$ cat config.mk
export PLATFORM = sky130hd
export DESIGN_NAME = pacoblaze_idu_pipe_flat
export DESIGN_NICKNAME = d
export VERILOG_FILES = /design/src/rtl/pacoblaze_idu_pipe_if.sv /design/src/rtl/pacoblaze_idu_pipe.sv /design/src/flat_wrapper.sv
export SDC_FILE = /design/constraint.sdc
export NUM_CORES = 1
export LEC_CHECK = 0
export ABC_AREA = 1
export CORE_MARGIN = 2
export CORE_UTILIZATION = 30
export CTS_CLUSTER_DIAMETER = 40
export CTS_CLUSTER_SIZE = 28
export DETAILED_ROUTE_END_ITERATION = 6
export DONT_BUFFER_PORTS = 1
export GPL_TIMING_DRIVEN = 0
export PLACE_DENSITY_LB_ADDON = 0.25
export SETUP_SLACK_MARGIN = 0.2
export SKIP_CTS_REPAIR_TIMING = 1
export SYNTH_ARGS = -nofsm -noshare
export SYNTH_HDL_FRONTEND = slang
export SYNTH_SLANG_ARGS = --single-unit
$ cat constraint.sdc
create_clock -name clk -period 1.4 [get_ports clk]
set_clock_uncertainty 0.2 [all_clocks]
set_input_delay 0.14 -clock clk [delete_from_list [all_inputs] [get_ports clk]]
set_output_delay 0.14 -clock clk [all_outputs]
set_load 0.03 [all_outputs]
$ cat src/rtl/pacoblaze_idu_pipe_if.sv
// Handshake and decoded-bundle bus for the PacoBlaze decode stage.
// The slave modport is the stage itself. The master modport is the fetch side
// driving instructions together with the execute side consuming bundles.
`timescale 1ns/1ps

interface pacoblaze_idu_pipe_if #(
    parameter int CODE_WIDTH     = 18,
    parameter int CODE_DEPTH     = 10,
    parameter int REGISTER_DEPTH = 4,
    parameter int SCRATCH_DEPTH  = 6,
    parameter int OPERAND_WIDTH  = 8
);
    // Fetch side
    logic                      in_valid;
    logic                      in_ready;
    logic [CODE_WIDTH-1:0]     instruction;

    // Execute side
    logic                      out_valid;
    logic                      out_ready;
    logic [4:0]                operation;
    logic                      illegal;
    logic                      operand_selection;
    logic [1:0]                condition_flags;
    logic [REGISTER_DEPTH-1:0] x_address;
    logic [REGISTER_DEPTH-1:0] y_address;
    logic [OPERAND_WIDTH-1:0]  implied_value;
    logic [SCRATCH_DEPTH-1:0]  scratch_address;
    logic [CODE_DEPTH-1:0]     code_address;
    logic                      shift_direction;
    logic [1:0]                shift_operation;
    logic                      shift_constant;
    logic                      interrupt_enable;

    modport slave (
        input  in_valid, instruction, out_ready,
        output in_ready, out_valid, operation, illegal, operand_selection,
               condition_flags, x_address, y_address, implied_value,
               scratch_address, code_address, shift_direction,
               shift_operation, shift_constant, interrupt_enable
    );

    modport master (
        output in_valid, instruction, out_ready,
        input  in_ready, out_valid, operation, illegal, operand_selection,
               condition_flags, x_address, y_address, implied_value,
               scratch_address, code_address, shift_direction,
               shift_operation, shift_constant, interrupt_enable
    );
endinterface

$ cat src/rtl/pacoblaze_idu_pipe.sv
// PacoBlaze registered instruction decode stage.
// The input word is decoded combinationally. The result is then held in a
// two-entry skid buffer (main and skid) that sits between fetch and execute.
// The buffer is FIFO ordered, and it runs at full throughput even when
// execute applies back-pressure. Flush discards every held bundle.
// Optional build macro PACOBLAZE_IDU_STATS_EN adds two ports: a handshake
// counter (decode_count) and a saturating illegal-opcode counter
// (illegal_count).
`timescale 1ns/1ps

module pacoblaze_idu_pipe #(
    parameter int CODE_WIDTH     = 18,
    parameter int CODE_DEPTH     = 10,
    parameter int REGISTER_DEPTH = 4,
    parameter int SCRATCH_DEPTH  = 6,
    parameter int OPERAND_WIDTH  = 8
) (
    input  logic                  clk,
    input  logic                  reset,
    input  logic                  flush,
    pacoblaze_idu_pipe_if.slave   bus
`ifdef PACOBLAZE_IDU_STATS_EN
    ,
    output logic [15:0]           decode_count,
    output logic [7:0]            illegal_count
`endif
);

    typedef struct packed {
        logic [4:0]                operation;
        logic                      illegal;
        logic                      operand_selection;
        logic [1:0]                condition_flags;
        logic [REGISTER_DEPTH-1:0] x_address;
        logic [REGISTER_DEPTH-1:0] y_address;
        logic [OPERAND_WIDTH-1:0]  implied_value;
        logic [SCRATCH_DEPTH-1:0]  scratch_address;
        logic [CODE_DEPTH-1:0]     code_address;
        logic                      shift_direction;
        logic [1:0]                shift_operation;
        logic                      shift_constant;
        logic                      interrupt_enable;
    } bundle_t;

    // Encoding is {main_valid, skid_valid}; 2'b01 cannot be reached.
    typedef enum logic [1:0] {
        ST_EMPTY = 2'b00,
        ST_ONE   = 2'b10,
        ST_FULL  = 2'b11
    } state_t;

    state_t     r_state;
    state_t     w_state_next;
    logic       r_in_ready;
    bundle_t    r_main;
    bundle_t    r_skid;
    bundle_t    w_dec;
    logic [4:0] w_opcode;
    logic       w_legal;
    logic       w_accept;
    logic       w_load_main;
    logic       w_load_skid;
    logic       w_skid_to_main;

    assign w_opcode = bus.instruction[CODE_WIDTH-1 -: 5];
    assign w_accept = bus.in_valid && r_in_ready;

    // Decode the offered word into a bundle; illegal opcodes report operation 0.
    always_comb begin
        // NOTE: every signal driven here gets a default first, so no path can
        // leave a value unassigned and infer a latch.
        w_dec   = '0;
        w_legal = 1'b0;
        case (w_opcode)
            5'h00, 5'h02, 5'h03, 5'h05, 5'h06, 5'h07, 5'h09, 5'h0A,
            5'h0C, 5'h0D, 5'h0E, 5'h0F, 5'h10, 5'h15, 5'h16, 5'h17,
            5'h18, 5'h1A, 5'h1C, 5'h1E: w_legal = 1'b1;
            default:                    w_legal = 1'b0;
        endcase
        w_dec.operation         = w_legal ? w_opcode : 5'h00;
        w_dec.illegal           = !w_legal;
        w_dec.operand_selection = bus.instruction[CODE_WIDTH-6];
        w_dec.condition_flags   = bus.instruction[CODE_WIDTH-7 -: 2];
        w_dec.x_address         = bus.instruction[2*REGISTER_DEPTH+3 -: REGISTER_DEPTH];
        w_dec.y_address         = bus.instruction[REGISTER_DEPTH+3 -: REGISTER_DEPTH];
        w_dec.implied_value     = bus.instruction[OPERAND_WIDTH-1:0];
        w_dec.scratch_address   = bus.instruction[SCRATCH_DEPTH-1:0];
        w_dec.code_address      = bus.instruction[CODE_DEPTH-1:0];
        w_dec.shift_direction   = bus.instruction[3];
        w_dec.shift_operation   = bus.instruction[2:1];
        w_dec.shift_constant    = bus.instruction[0];
        w_dec.interrupt_enable  = bus.instruction[0];
    end

    // Next-state and buffer steering; flush overrides every transition.
    always_comb begin
        w_state_next   = r_state;
        w_load_main    = 1'b0;
        w_load_skid    = 1'b0;
        w_skid_to_main = 1'b0;
        if (flush) begin
            w_state_next = ST_EMPTY;
        end else begin
            case (r_state)
                ST_EMPTY: begin
                    if (w_accept) begin
                        w_state_next = ST_ONE;
                        w_load_main  = 1'b1;
                    end
                end
                ST_ONE: begin
                    if (w_accept && bus.out_ready) begin
                        w_load_main = 1'b1;
                    end else if (w_accept) begin
                        w_state_next = ST_FULL;
                        w_load_skid  = 1'b1;
                    end else if (bus.out_ready) begin
                        w_state_next = ST_EMPTY;
                    end
                end
                ST_FULL: begin
                    if (bus.out_ready) begin
                        w_state_next   = ST_ONE;
                        w_skid_to_main = 1'b1;
                    end
                end
                default: w_state_next = ST_EMPTY;
            endcase
        end
    end

    // State register; in_ready is registered as "skid will be empty".
    always_ff @(posedge clk) begin
        // NOTE: sequential state uses non-blocking assignments so every
        // register samples pre-edge values regardless of statement order.
        if (reset) begin
            r_state    <= ST_EMPTY;
            r_in_ready <= 1'b0;
        end else begin
            r_state    <= w_state_next;
            r_in_ready <= (w_state_next != ST_FULL);
        end
    end

    // Bundle registers: main feeds the outputs, skid catches the overflow.
    always_ff @(posedge clk) begin
        // NOTE: the data registers are reset so that the outputs read 0 after
        // reset. Flush leaves them untouched, because only the valid bits
        // decide what the registers mean.
        if (reset) begin
            r_main <= '0;
            r_skid <= '0;
        end else begin
            if (w_load_main) begin
                r_main <= w_dec;
            end else if (w_skid_to_main) begin
                r_main <= r_skid;
            end
            if (w_load_skid) begin
                r_skid <= w_dec;
            end
        end
    end

    assign bus.in_ready          = r_in_ready;
    assign bus.out_valid         = (r_state != ST_EMPTY);
    assign bus.operation         = r_main.operation;
    assign bus.illegal           = r_main.illegal;
    assign bus.operand_selection = r_main.operand_selection;
    assign bus.condition_flags   = r_main.condition_flags;
    assign bus.x_address         = r_main.x_address;
    assign bus.y_address         = r_main.y_address;
    assign bus.implied_value     = r_main.implied_value;
    assign bus.scratch_address   = r_main.scratch_address;
    assign bus.code_address      = r_main.code_address;
    assign bus.shift_direction   = r_main.shift_direction;
    assign bus.shift_operation   = r_main.shift_operation;
    assign bus.shift_constant    = r_main.shift_constant;
    assign bus.interrupt_enable  = r_main.interrupt_enable;

`ifdef PACOBLAZE_IDU_STATS_EN
    logic [15:0] r_decode_count;
    logic [7:0]  r_illegal_count;
    logic        w_handshake;

    assign w_handshake = (r_state != ST_EMPTY) && bus.out_ready;

    // Count delivered bundles (wrapping) and illegal ones (saturating).
    always_ff @(posedge clk) begin
        if (reset) begin
            r_decode_count  <= '0;
            r_illegal_count <= '0;
        end else if (w_handshake) begin
            r_decode_count <= r_decode_count + 16'd1;
            if (r_main.illegal && (r_illegal_count != 8'hFF)) begin
                r_illegal_count <= r_illegal_count + 8'd1;
            end
        end
    end

    assign decode_count  = r_decode_count;
    assign illegal_count = r_illegal_count;
`endif

endmodule

$ cat src/flat_wrapper.sv
// flat-port wrapper written by rule: the top's interface ports become plain ports
module pacoblaze_idu_pipe_flat 
#(
    parameter int CODE_WIDTH     = 18,
    parameter int CODE_DEPTH     = 10,
    parameter int REGISTER_DEPTH = 4,
    parameter int SCRATCH_DEPTH  = 6,
    parameter int OPERAND_WIDTH  = 8
)
  (clk, reset, flush, bus_in_valid, bus_instruction, bus_out_ready, bus_in_ready, bus_out_valid, bus_operation, bus_illegal, bus_operand_selection, bus_condition_flags, bus_x_address, bus_y_address, bus_implied_value, bus_scratch_address, bus_code_address, bus_shift_direction, bus_shift_operation, bus_shift_constant, bus_interrupt_enable);
  pacoblaze_idu_pipe_if #(.CODE_WIDTH(CODE_WIDTH), .CODE_DEPTH(CODE_DEPTH), .REGISTER_DEPTH(REGISTER_DEPTH), .SCRATCH_DEPTH(SCRATCH_DEPTH), .OPERAND_WIDTH(OPERAND_WIDTH)) bus_i ();
  input  logic clk;
  input  logic reset;
  input  logic flush;
  input wire logic [$bits(bus_i.in_valid)-1:0] bus_in_valid;
  input wire logic [$bits(bus_i.instruction)-1:0] bus_instruction;
  input wire logic [$bits(bus_i.out_ready)-1:0] bus_out_ready;
  output wire logic [$bits(bus_i.in_ready)-1:0] bus_in_ready;
  output wire logic [$bits(bus_i.out_valid)-1:0] bus_out_valid;
  output wire logic [$bits(bus_i.operation)-1:0] bus_operation;
  output wire logic [$bits(bus_i.illegal)-1:0] bus_illegal;
  output wire logic [$bits(bus_i.operand_selection)-1:0] bus_operand_selection;
  output wire logic [$bits(bus_i.condition_flags)-1:0] bus_condition_flags;
  output wire logic [$bits(bus_i.x_address)-1:0] bus_x_address;
  output wire logic [$bits(bus_i.y_address)-1:0] bus_y_address;
  output wire logic [$bits(bus_i.implied_value)-1:0] bus_implied_value;
  output wire logic [$bits(bus_i.scratch_address)-1:0] bus_scratch_address;
  output wire logic [$bits(bus_i.code_address)-1:0] bus_code_address;
  output wire logic [$bits(bus_i.shift_direction)-1:0] bus_shift_direction;
  output wire logic [$bits(bus_i.shift_operation)-1:0] bus_shift_operation;
  output wire logic [$bits(bus_i.shift_constant)-1:0] bus_shift_constant;
  output wire logic [$bits(bus_i.interrupt_enable)-1:0] bus_interrupt_enable;
  assign bus_i.in_valid = bus_in_valid;
  assign bus_i.instruction = bus_instruction;
  assign bus_i.out_ready = bus_out_ready;
  assign bus_in_ready = bus_i.in_ready;
  assign bus_out_valid = bus_i.out_valid;
  assign bus_operation = bus_i.operation;
  assign bus_illegal = bus_i.illegal;
  assign bus_operand_selection = bus_i.operand_selection;
  assign bus_condition_flags = bus_i.condition_flags;
  assign bus_x_address = bus_i.x_address;
  assign bus_y_address = bus_i.y_address;
  assign bus_implied_value = bus_i.implied_value;
  assign bus_scratch_address = bus_i.scratch_address;
  assign bus_code_address = bus_i.code_address;
  assign bus_shift_direction = bus_i.shift_direction;
  assign bus_shift_operation = bus_i.shift_operation;
  assign bus_shift_constant = bus_i.shift_constant;
  assign bus_interrupt_enable = bus_i.interrupt_enable;
  pacoblaze_idu_pipe #(.CODE_WIDTH(CODE_WIDTH), .CODE_DEPTH(CODE_DEPTH), .REGISTER_DEPTH(REGISTER_DEPTH), .SCRATCH_DEPTH(SCRATCH_DEPTH), .OPERAND_WIDTH(OPERAND_WIDTH)) u_core (.clk(clk), .reset(reset), .flush(flush), .bus(bus_i));
endmodule
After elaboration in Yosys (flattened, before gate mapping) --
Memory sizes are Yosys's and may differ from the RTL's. Index checks and enable logic that the tools add are counted.
Word-level totals: word-level logic and storage cells 57, memory bits (writable) 0, flip-flop bits (word level) 94, bits in read-only memories 32, output and inout bits 48, memories kept 1, latch bits 0
Operators by class: add/sub/neg operators 0, divide/modulo/power cells 0, $lt $le $gt $ge 0, reductions and logical operators 6, multipliers 0, shift operators 0, bitwise operators 0, muxes and demuxes 20, equal/unequal tests 3
Memory list:
- (name not given) | words 32, width 1, read ports 1, clocked after memory_dff 0, write ports 0, RTL line pacoblaze_idu_pipe.sv:74 | case (w_opcode)
Operators with widths (number):
- $mux W46 | 2
- $mux W2 | 6
- $mux W1 | 9
- $pmux W2 S3 | 1
- $mux W5 | 1
- $eq A2 B2 Y1 const B | 2
- $reduce_bool A2 Y1 | 2
- $logic_and A1 B1 Y1 | 2
- $logic_not A2 Y1 | 1
- $ne A2 B2 Y1 const B | 1
- $pmux W1 S2 | 1
- $logic_not A1 Y1 | 1

Logic depth before layout (Yosys ltp) --
Gate-level depths: netlist (run 1).
depth after elaboration 6, mapped depth 9

Worst setup path after synthesis (run 1) --
OpenSTA, ideal clock, no wires.
path type reg-to-reg, from register u_core.r_in_ready (netlist: u_core.bus.in_ready), to register u_core.r_main, in the netlist u_core.bus.operation[2], arrival time 1.209 ns, cell stages (with the launch flop) 8, setup slack -0.079 ns, data required time 1.130 ns, path through dfxtp_1 nand2_1 inv_1 nand3_1 clkinv_2 buf_6 nand3_1 a21oi_1
On the way: longest elaborated chain between the ends 6
RTL lines:
- start, declared | RTL line pacoblaze_idu_pipe.sv:54 | logic r_in_ready;
- start signal, assigned | RTL line pacoblaze_idu_pipe.sv:141 | r_in_ready <= (w_state_next != ST_FULL);
- $logic_and A1 B1 Y1 (*) | RTL line pacoblaze_idu_pipe.sv:66 | assign w_accept = bus.in_valid && r_in_ready;
- $logic_and A1 B1 Y1 | RTL line pacoblaze_idu_pipe.sv:112 | if (w_accept && bus.out_ready) begin
- $mux W1 | RTL line pacoblaze_idu_pipe.sv:112
- $pmux W1 S2 (*) | RTL line pacoblaze_idu_pipe.sv:104 | case (r_state)
- $mux W1 (*) | RTL line pacoblaze_idu_pipe.sv:101 | if (flush) begin
- $mux W46 / $reduce_bool A2 Y1 (equally long branches)
- end signal, assigned | RTL line pacoblaze_idu_pipe.sv:155 | r_main <= w_dec;
- end signal, assigned | RTL line pacoblaze_idu_pipe.sv:157 | r_main <= r_skid;
- end, declared | RTL line pacoblaze_idu_pipe.sv:55 | bundle_t r_main;
Every way passes the cells marked *; elsewhere a longest branch is shown, timed or not. A chain may end at the register's enable or synchronous reset.

Worst setup path in the final report (run 1) --
from register u_core.r_state[0], to register u_core.r_main, in the netlist u_core.bus.illegal
On the way: longest elaborated chain between the ends 4
RTL lines:
- start, declared | RTL line pacoblaze_idu_pipe.sv:52 | state_t r_state;
- start signal, assigned | RTL line pacoblaze_idu_pipe.sv:140 | r_state <= w_state_next;
- $eq A2 B2 Y1 / $logic_not A2 Y1 (equally long branches) | RTL line pacoblaze_idu_pipe.sv:104
- $pmux W1 S2 / $mux W1 (equally long branches) | RTL line pacoblaze_idu_pipe.sv:104
- $mux W1 | RTL line pacoblaze_idu_pipe.sv:101
- $mux W46 / $reduce_bool A2 Y1 (equally long branches)
Parallel ways exist; a longest one is shown, timed or not.

==> flow_summary_export.csv, run 1 <==
group,metric,value,unit
yosys,ys_seq_area_frac,0.428,
critical_path,reg2regPathDepth,5,
placement,dp_hpwl,3390,um
cells_and_area,fillers,651,
cells_and_area,final_cells,381,
cells_and_area,multiInputGateArea,911,um2
global_route,grt_pass1_wl,7790,um
power_and_ir_drop,power,2.33,mW
timing,rsz0062_at_grt,"yes",
clock_tree,cts.sinks,41,
yosys,synth_edf_count,0,
yosys,synth_flop_cell,"dfxtp_1",
critical_path,cpLargestDelayFamily,"flip-flops",
cells_and_area,final_area,0.00286,mm2
global_route,grt_max_degree,13,
yosys,synth.top_cells.by_count,"nand2_1, dfxtp_1, buf_4, a21oi_1, nand3_1",
routing,ant_nets,0,
routing,drtPass1Iterations,4,
critical_path,cp.depth,5,
placement,place_inst,339,
critical_path,critPathKind,"reg2reg",
timing,min_period_over_period,0.997,
yosys,syn_nets,287,
timing,max_freq,716,MHz
yosys,ys_ff_latch,41,
min_path,hold_depth,5,
critical_path,crit_slowest_cell,"dfxtp_4",
routing,vias,1830,
placement,placed_cell_area,0.00205,mm2
yosys,yosys_warnings,0,
timing,fin_ws,0.00386,ns
critical_path,reg2reg_slack,0.004,ns
timing,drv_slew,0,
clock_tree,cts_tree,"built",
placement,dp_worst_setup_slack,-0.0881,ns
critical_path,cp_max_fo,5,
global_route,grt-ovfl-total,0,
power_and_ir_drop,power_density,817,mW/mm2
global_route,antenna_found_initial,0,
routing,routedWlPerCell,14.3,um
critical_path,worstPathCellList,"nand4_1 -> buf_6 -> clkbuf_16 -> o21ai_0 -> a21oi_1",
critical_path,r2r-end,"u_core.bus.illegal",
yosys,synthCells,262,
cells_and_area,area_growth,49.0,%
critical_path,r2r-start,"u_core.r_state[0]",
clock_tree,htreeDepth,2,
yosys,synth_area_per_cell,7.32,um2
global_route,grt_use_total,0.137,
clock_tree,cts_buffers,5,
timing,fin_crit,1.40,ns
cells_and_area,register_area,876,um2
routing,routed_wl,5430,um
critical_path,critPathCaptureType,"flop",
floorplanning,rows,29,
floorplanning,core,0.00628,mm2
global_route,first_global_vias,1594,
critical_path,cpPeakStageDelay,0.37,ns
clock_tree,insertion_delay,0.28,ns
floorplanning,die_w,83.9,um
yosys,ys_types,20,
yosys,async_reset_ff_frac,0,
run,cap_violations,0,
yosys,synthTopCellsByArea,"dfxtp_1, nand2_1, buf_4",
routing,drt-initial-drc-count,78,
routing,vias_per_cell,4.80,
timing,hold_viol_final,0,
floorplanning,start_util,0.305,
critical_path,cp.arrival,1.37,ns
yosys,syn_area,0.00192,mm2
yosys,netlist.area_leader.share,0.428,
critical_path,worst-path-buf-inv,2,
critical_path,cp-start-kind,"flop",
clock_tree,clkTransAtPathRegs,0.08,ns
cells_and_area,antenna_cells,0,
floorplanning,die-area,0.00705,mm2
run_status,run_status,"finished, final reports clean",
power_and_ir_drop,ir_worst_vdd,0.369,mV
clock_tree,cts_buffer_depth,2,
timing,relSlewSlack,0.592,
timing,setup_viol,0,
cells_and_area,drive_gt1_frac,0.368,
clock_tree,cts-root-buf,"clkbuf_8",
yosys,yosysTopAreaCell,"dfxtp_1",
placement,io_buffers,0,
critical_path,cp_data_required_time,1.37,ns
power_and_ir_drop,power_leakage,1.10,nW
floorplanning,ios,71,
floorplanning,die-height,83.9,um
yosys,synth.most_common_cell,"nand2_1",
min_path,min_to,"u_core.r_state[0]",
routing,drcViolationCount,0,
cells_and_area,finalNetCount,328,
min_path,worstHoldStart,"bus_in_valid",
timing,worst_slew_pin_slew,0.613,ns
min_path,hp-class,"in2reg",
placement,gp_congestion,0.822,
-- worst reg2reg max path, cell delays in order, from the launching register on --
cell       delay, ns
dfxtp_4         0.37
nand4_1         0.11
buf_6           0.17
clkbuf_16       0.16
o21ai_0         0.17
a21oi_1         0.10
-- per-stage QoR --
step                utilization  setup TNS (ns)  hold WS [ns]
floorplan                     -               0        0.0193
global placement          0.326          -0.830        0.0213
detailed placement        0.326           -1.33        0.0240
CTS                       0.339           -3.05        -0.274
global route              0.455          -0.402        0.0133
finish                    0.455               0        0.0152
-- cells by family (layout without fill, tap and decap cells) --
logic type	after synthesis	in the layout	share of synthesized area
flops	41	41	0.428
compound gates	49	49	0.137
fa+ha+maj	2	2	0.0131
buf+inv	54	96	0.172
simple gates	116	116	0.249
-- worst max-delay path by stage --
stage,start,end
after floorplan,u_core.bus.in_ready,u_core.r_skid[40]
after global placement,u_core.r_state[1],u_core.r_skid[40]
after detailed placement,u_core.r_state[1],u_core.r_skid[40]
after CTS,u_core.r_state[1],u_core.r_skid[8]
after global routing,u_core.r_state[0],u_core.bus.illegal
final,u_core.r_state[0],u_core.bus.illegal
-- layout by cell type (no fill, tap or decap), types with 2 or more instances in the layout --
master,synthesis,layout
buf_6,1,33
nand2_4,0,2
clkbuf_16,0,3
dfxtp_4,0,14
clkinv_4,0,2
a21oi_2,0,10
dfxtp_1,41,25
buf_4,30,7
o21ai_2,0,3
o21ai_0,7,3
dfxtp_2,0,2
a21oi_1,26,16
nand2_1,84,66
nand3_1,22,21
buf_8,0,4
a31oi_1,14,14
inv_1,10,9
clkbuf_8,0,5
clkbuf_1,4,6
nor2_1,5,5
clkinvlp_4,0,2
nand2_2,0,16
nor2_4,0,2
nand3_4,0,2
dlygate4sd3_1,0,21
o21ai_1,2,2
ha_1,2,2
-- flip-flops by register name, summed over array words and instances, names as in the netlist --
register / cells
u_core.r_skid: 19
u_core.bus.implied_value: 7
u_core.bus.operation: 5
u_core.bus.x_address: 3
u_core.r_state: 2
u_core.bus.code_address: 1
u_core.bus.condition_flags: 1
u_core.bus.illegal: 1
u_core.bus.in_ready: 1
u_core.bus.operand_selection: 1
-- layer usage --
layer	vias to the layer above	wire length [um]	GRT usage
li1	914	-	-
met1	864	2400	0.169
met2	47	2740	0.230
met3	5	243	0.0425
met4	0	48	0.0425
met5	-	0	0
-- cell type report --
class / instances / share of cell area
inverters: 14 / 0.0272
flip-flops and latches: 41 / 0.307
plain buffers: 40 / 0.153
repair buffers: 33 / 0.129
repair inverters: 1 / 0.00263
clock inverters: 1 / 0.00263
multi-input cells: 167 / 0.319
well taps: 77 / 0.0337
clock buffers: 7 / 0.0267
-- where the power goes --
part | leakage [nW] | internal, mW | switching (mW)
clock | 0.0385 | 0.353 | 0.398
combinational | 0.720 | 0.151 | 0.185
sequential | 0.343 | 1.17 | 0.0718
Note: power is estimated with default switching activity, not from simulation.
==> run 2, diff against run 1 <==
Settings changed: ABC_CLOCK_PERIOD_IN_PS set to 1400, REMOVE_ABC_BUFFERS set to 1.
==> run 2 against run 1 <==
  * The flow now finishes with violations (negative hold slack, negative setup slack)
  * Combinational power decreased by 47%
  * First-iteration DRC count increased by 38%
  * Utilization shrank 7.3 points
  * Hold slack got worse by 0.31 ns
  * Flip-flop and latch count unchanged
  * Wire length is 2.0% lower
  * Via count shrank 6.9%
  * Global-route usage decreased by 0.96 points
  * Largest power group unchanged
  * Highest routed layer unchanged
==> flow_summary_export.csv, run 2 (same netlist as run 1, synthesis figures left out) <==
group,metric,value,unit
clock_tree,cts.sinks,41,
critical_path,r2r-end,"u_core.bus.operation[3]",
timing,worst_slew_pin_slew,0.439,ns
routing,vias,1703,
timing,min_period_over_period,1.02,
cells_and_area,area_growth,25.1,%
placement,placed_cell_area,0.00174,mm2
timing,relSlewSlack,0.707,
floorplanning,die_w,83.9,um
run,cap_violations,0,
global_route,grt_max_degree,32,
critical_path,worst-path-buf-inv,1,
global_route,grt-ovfl-total,0,
critical_path,cpLargestDelayFamily,"simple AND/OR/NAND/NOR gates",
placement,place_inst,299,
cells_and_area,finalNetCount,290,
power_and_ir_drop,power_density,939,mW/mm2
critical_path,crit_start,"u_core.r_state[0]",
critical_path,reg2reg_slack,-0.03,ns
placement,io_buffers,0,
clock_tree,clkTransAtPathRegs,0.08,ns
critical_path,endpoint,"u_core.bus.operation[3]",
routing,met2_wirelength,2550,um
routing,top_layer,"met4",
routing,drcViolationCount,0,
global_route,antenna_found_initial,0,
routing,vias_per_cell,4.98,
cells_and_area,mostFrequentLayoutCells,"nand2_1, dfxtp_1, a21oi_1",
routing,wl_met3,344,um
critical_path,critPathKind,"reg2reg",
critical_path,worstPathCellList,"nor2_4 -> nand3_4 -> buf_12 -> nand3_1 -> nand2_1 -> a21oi_2",
clock_tree,insertion_delay,0.28,ns
clock_tree,cts_buffer_depth,2,
timing,rsz0062_at_grt,"yes",
timing,fin_ws,-0.0324,ns
cells_and_area,final_common_cell,"nand2_1",
min_path,hp-class,"in2reg",
floorplanning,rows,29,
critical_path,cp-start-kind,"flop",
power_and_ir_drop,ir_worst_vdd,0.453,mV
floorplanning,core,0.00628,mm2
placement,gp_congestion,0.796,
cells_and_area,postLayoutCoreUtil,0.382,
routing,drt-initial-drc-count,108,
clock_tree,cts_buffers,5,
placement,dp_hpwl,2690,um
global_route,grt_pass1_wl,7180,um
placement,dp_worst_setup_slack,-1.21,ns
critical_path,cp.arrival,1.46,ns
routing,ant_nets,0,
routing,routed_wl,5320,um
floorplanning,start_util,0.305,
timing,setup_viol,8,
routing,wl_met1,2390,um
critical_path,r2r-start,"u_core.r_state[0]",
critical_path,cp_max_fo,6,
critical_path,critPathCaptureType,"flop",
critical_path,cpPeakStageDelay,0.37,ns
clock_tree,cts_tree,"built",
power_and_ir_drop,power_leakage,0.939,nW
cells_and_area,regMostFlops,"u_core.r_skid",
critical_path,cp_data_required_time,1.43,ns
critical_path,cp.depth,6,
critical_path,crit_slowest_cell,"dfxtp_4",
floorplanning,die-height,83.9,um
cells_and_area,final_cells,342,
routing,drtPass1Iterations,4,
global_route,first_global_vias,1396,
cells_and_area,drive_gt1_frac,0.302,
routing,routedWlPerCell,15.6,um
floorplanning,ios,71,
global_route,grt_use_total,0.128,
clock_tree,cts-root-buf,"clkbuf_8",
cells_and_area,largest_reg_flops,19,
timing,fin_crit,1.43,ns
timing,drv_slew,0,
cells_and_area,final_area,0.00240,mm2
timing,max_freq,698,MHz
floorplanning,die-area,0.00705,mm2
timing,hold_viol_final,34,
timing,whs,-0.294,ns
clock_tree,htreeDepth,2,
critical_path,reg2regPathDepth,6,
cells_and_area,antenna_cells,0,
run_status,violations,"negative hold slack, negative setup slack",
run_status,run_status,"finished, violations left",
==> run 2: cell count changes in the layout (fill, tap and decap cells not counted), moves of 5 or more <==
cell,previous run,this run
buf_6,33,5
dlygate4sd3_1,21,5
nand2_2,16,2
buf_4,7,16
nand2_1,66,74
nand2_4,2,8
clkbuf_1,6,1
==> run 2: layout make-up <==
class	instances	area, um2
Tap cell	77	96.3
Timing Repair Buffer	28	267
Timing Repair inverter	4	38.8
Multi-Input combinational cell	171	948
Fill cell	655	3880
Sequential cell	41	867
Clock buffer	7	86.3
Inverter	14	95.1
==> run 2: through the flow <==
stage | setup TNS [ns] | total power [mW] | hold WS (ns)
5_1_grt | -1.92 | 2.37 | -0.316
3_3_place_gp | -33.69 | 1.44 | 0.0126
4_1_cts | -43.73 | 2.23 | -0.300
3_5_place_dp | -34.07 | 1.44 | 0.0148
6_report | -0.0860 | 2.25 | -0.294
2_1_floorplan | -13.65 | 1.42 | 0.00907
==> run 2: where the power goes <==
part,total (mW),internal [mW],switching [mW],leakage [nW]
clock network,0.775,0.391,0.384,0.0443
registers,1.30,1.18,0.120,0.342
logic,0.179,0.0772,0.102,0.553
==> run 2: worst min path at each step <==
stage                     start  depth (start not counted)                             to  slack (ns)
after global routing      reset                          1        u_core.bus.x_address[0]       -0.32
after floorplan           reset                          1        u_core.bus.operation[2]       0.009
final                     reset                          1        u_core.bus.x_address[0]       -0.29
after global placement    reset                          1  u_core.bus.condition_flags[1]        0.01
after detailed placement  reset                          1    u_core.bus.implied_value[2]        0.01
after CTS                 reset                          1        u_core.bus.x_address[0]       -0.30
==> run 2: worst reg2reg max path: stages (launching register included) <==
cell and delay [ns]:
dfxtp_4 0.37, nor2_4 0.18, nand3_4 0.19, buf_12 0.20, nand3_1 0.08, nand2_1 0.06, a21oi_2 0.10
==> run 2: metal layers <==
layer / vias to the layer above / GRT usage
met3: 4 / 0.0415
met5: - / 0
met1: 798 / 0.161
met2: 52 / 0.201
met4: 0 / 0.0528
li1: 849 / -
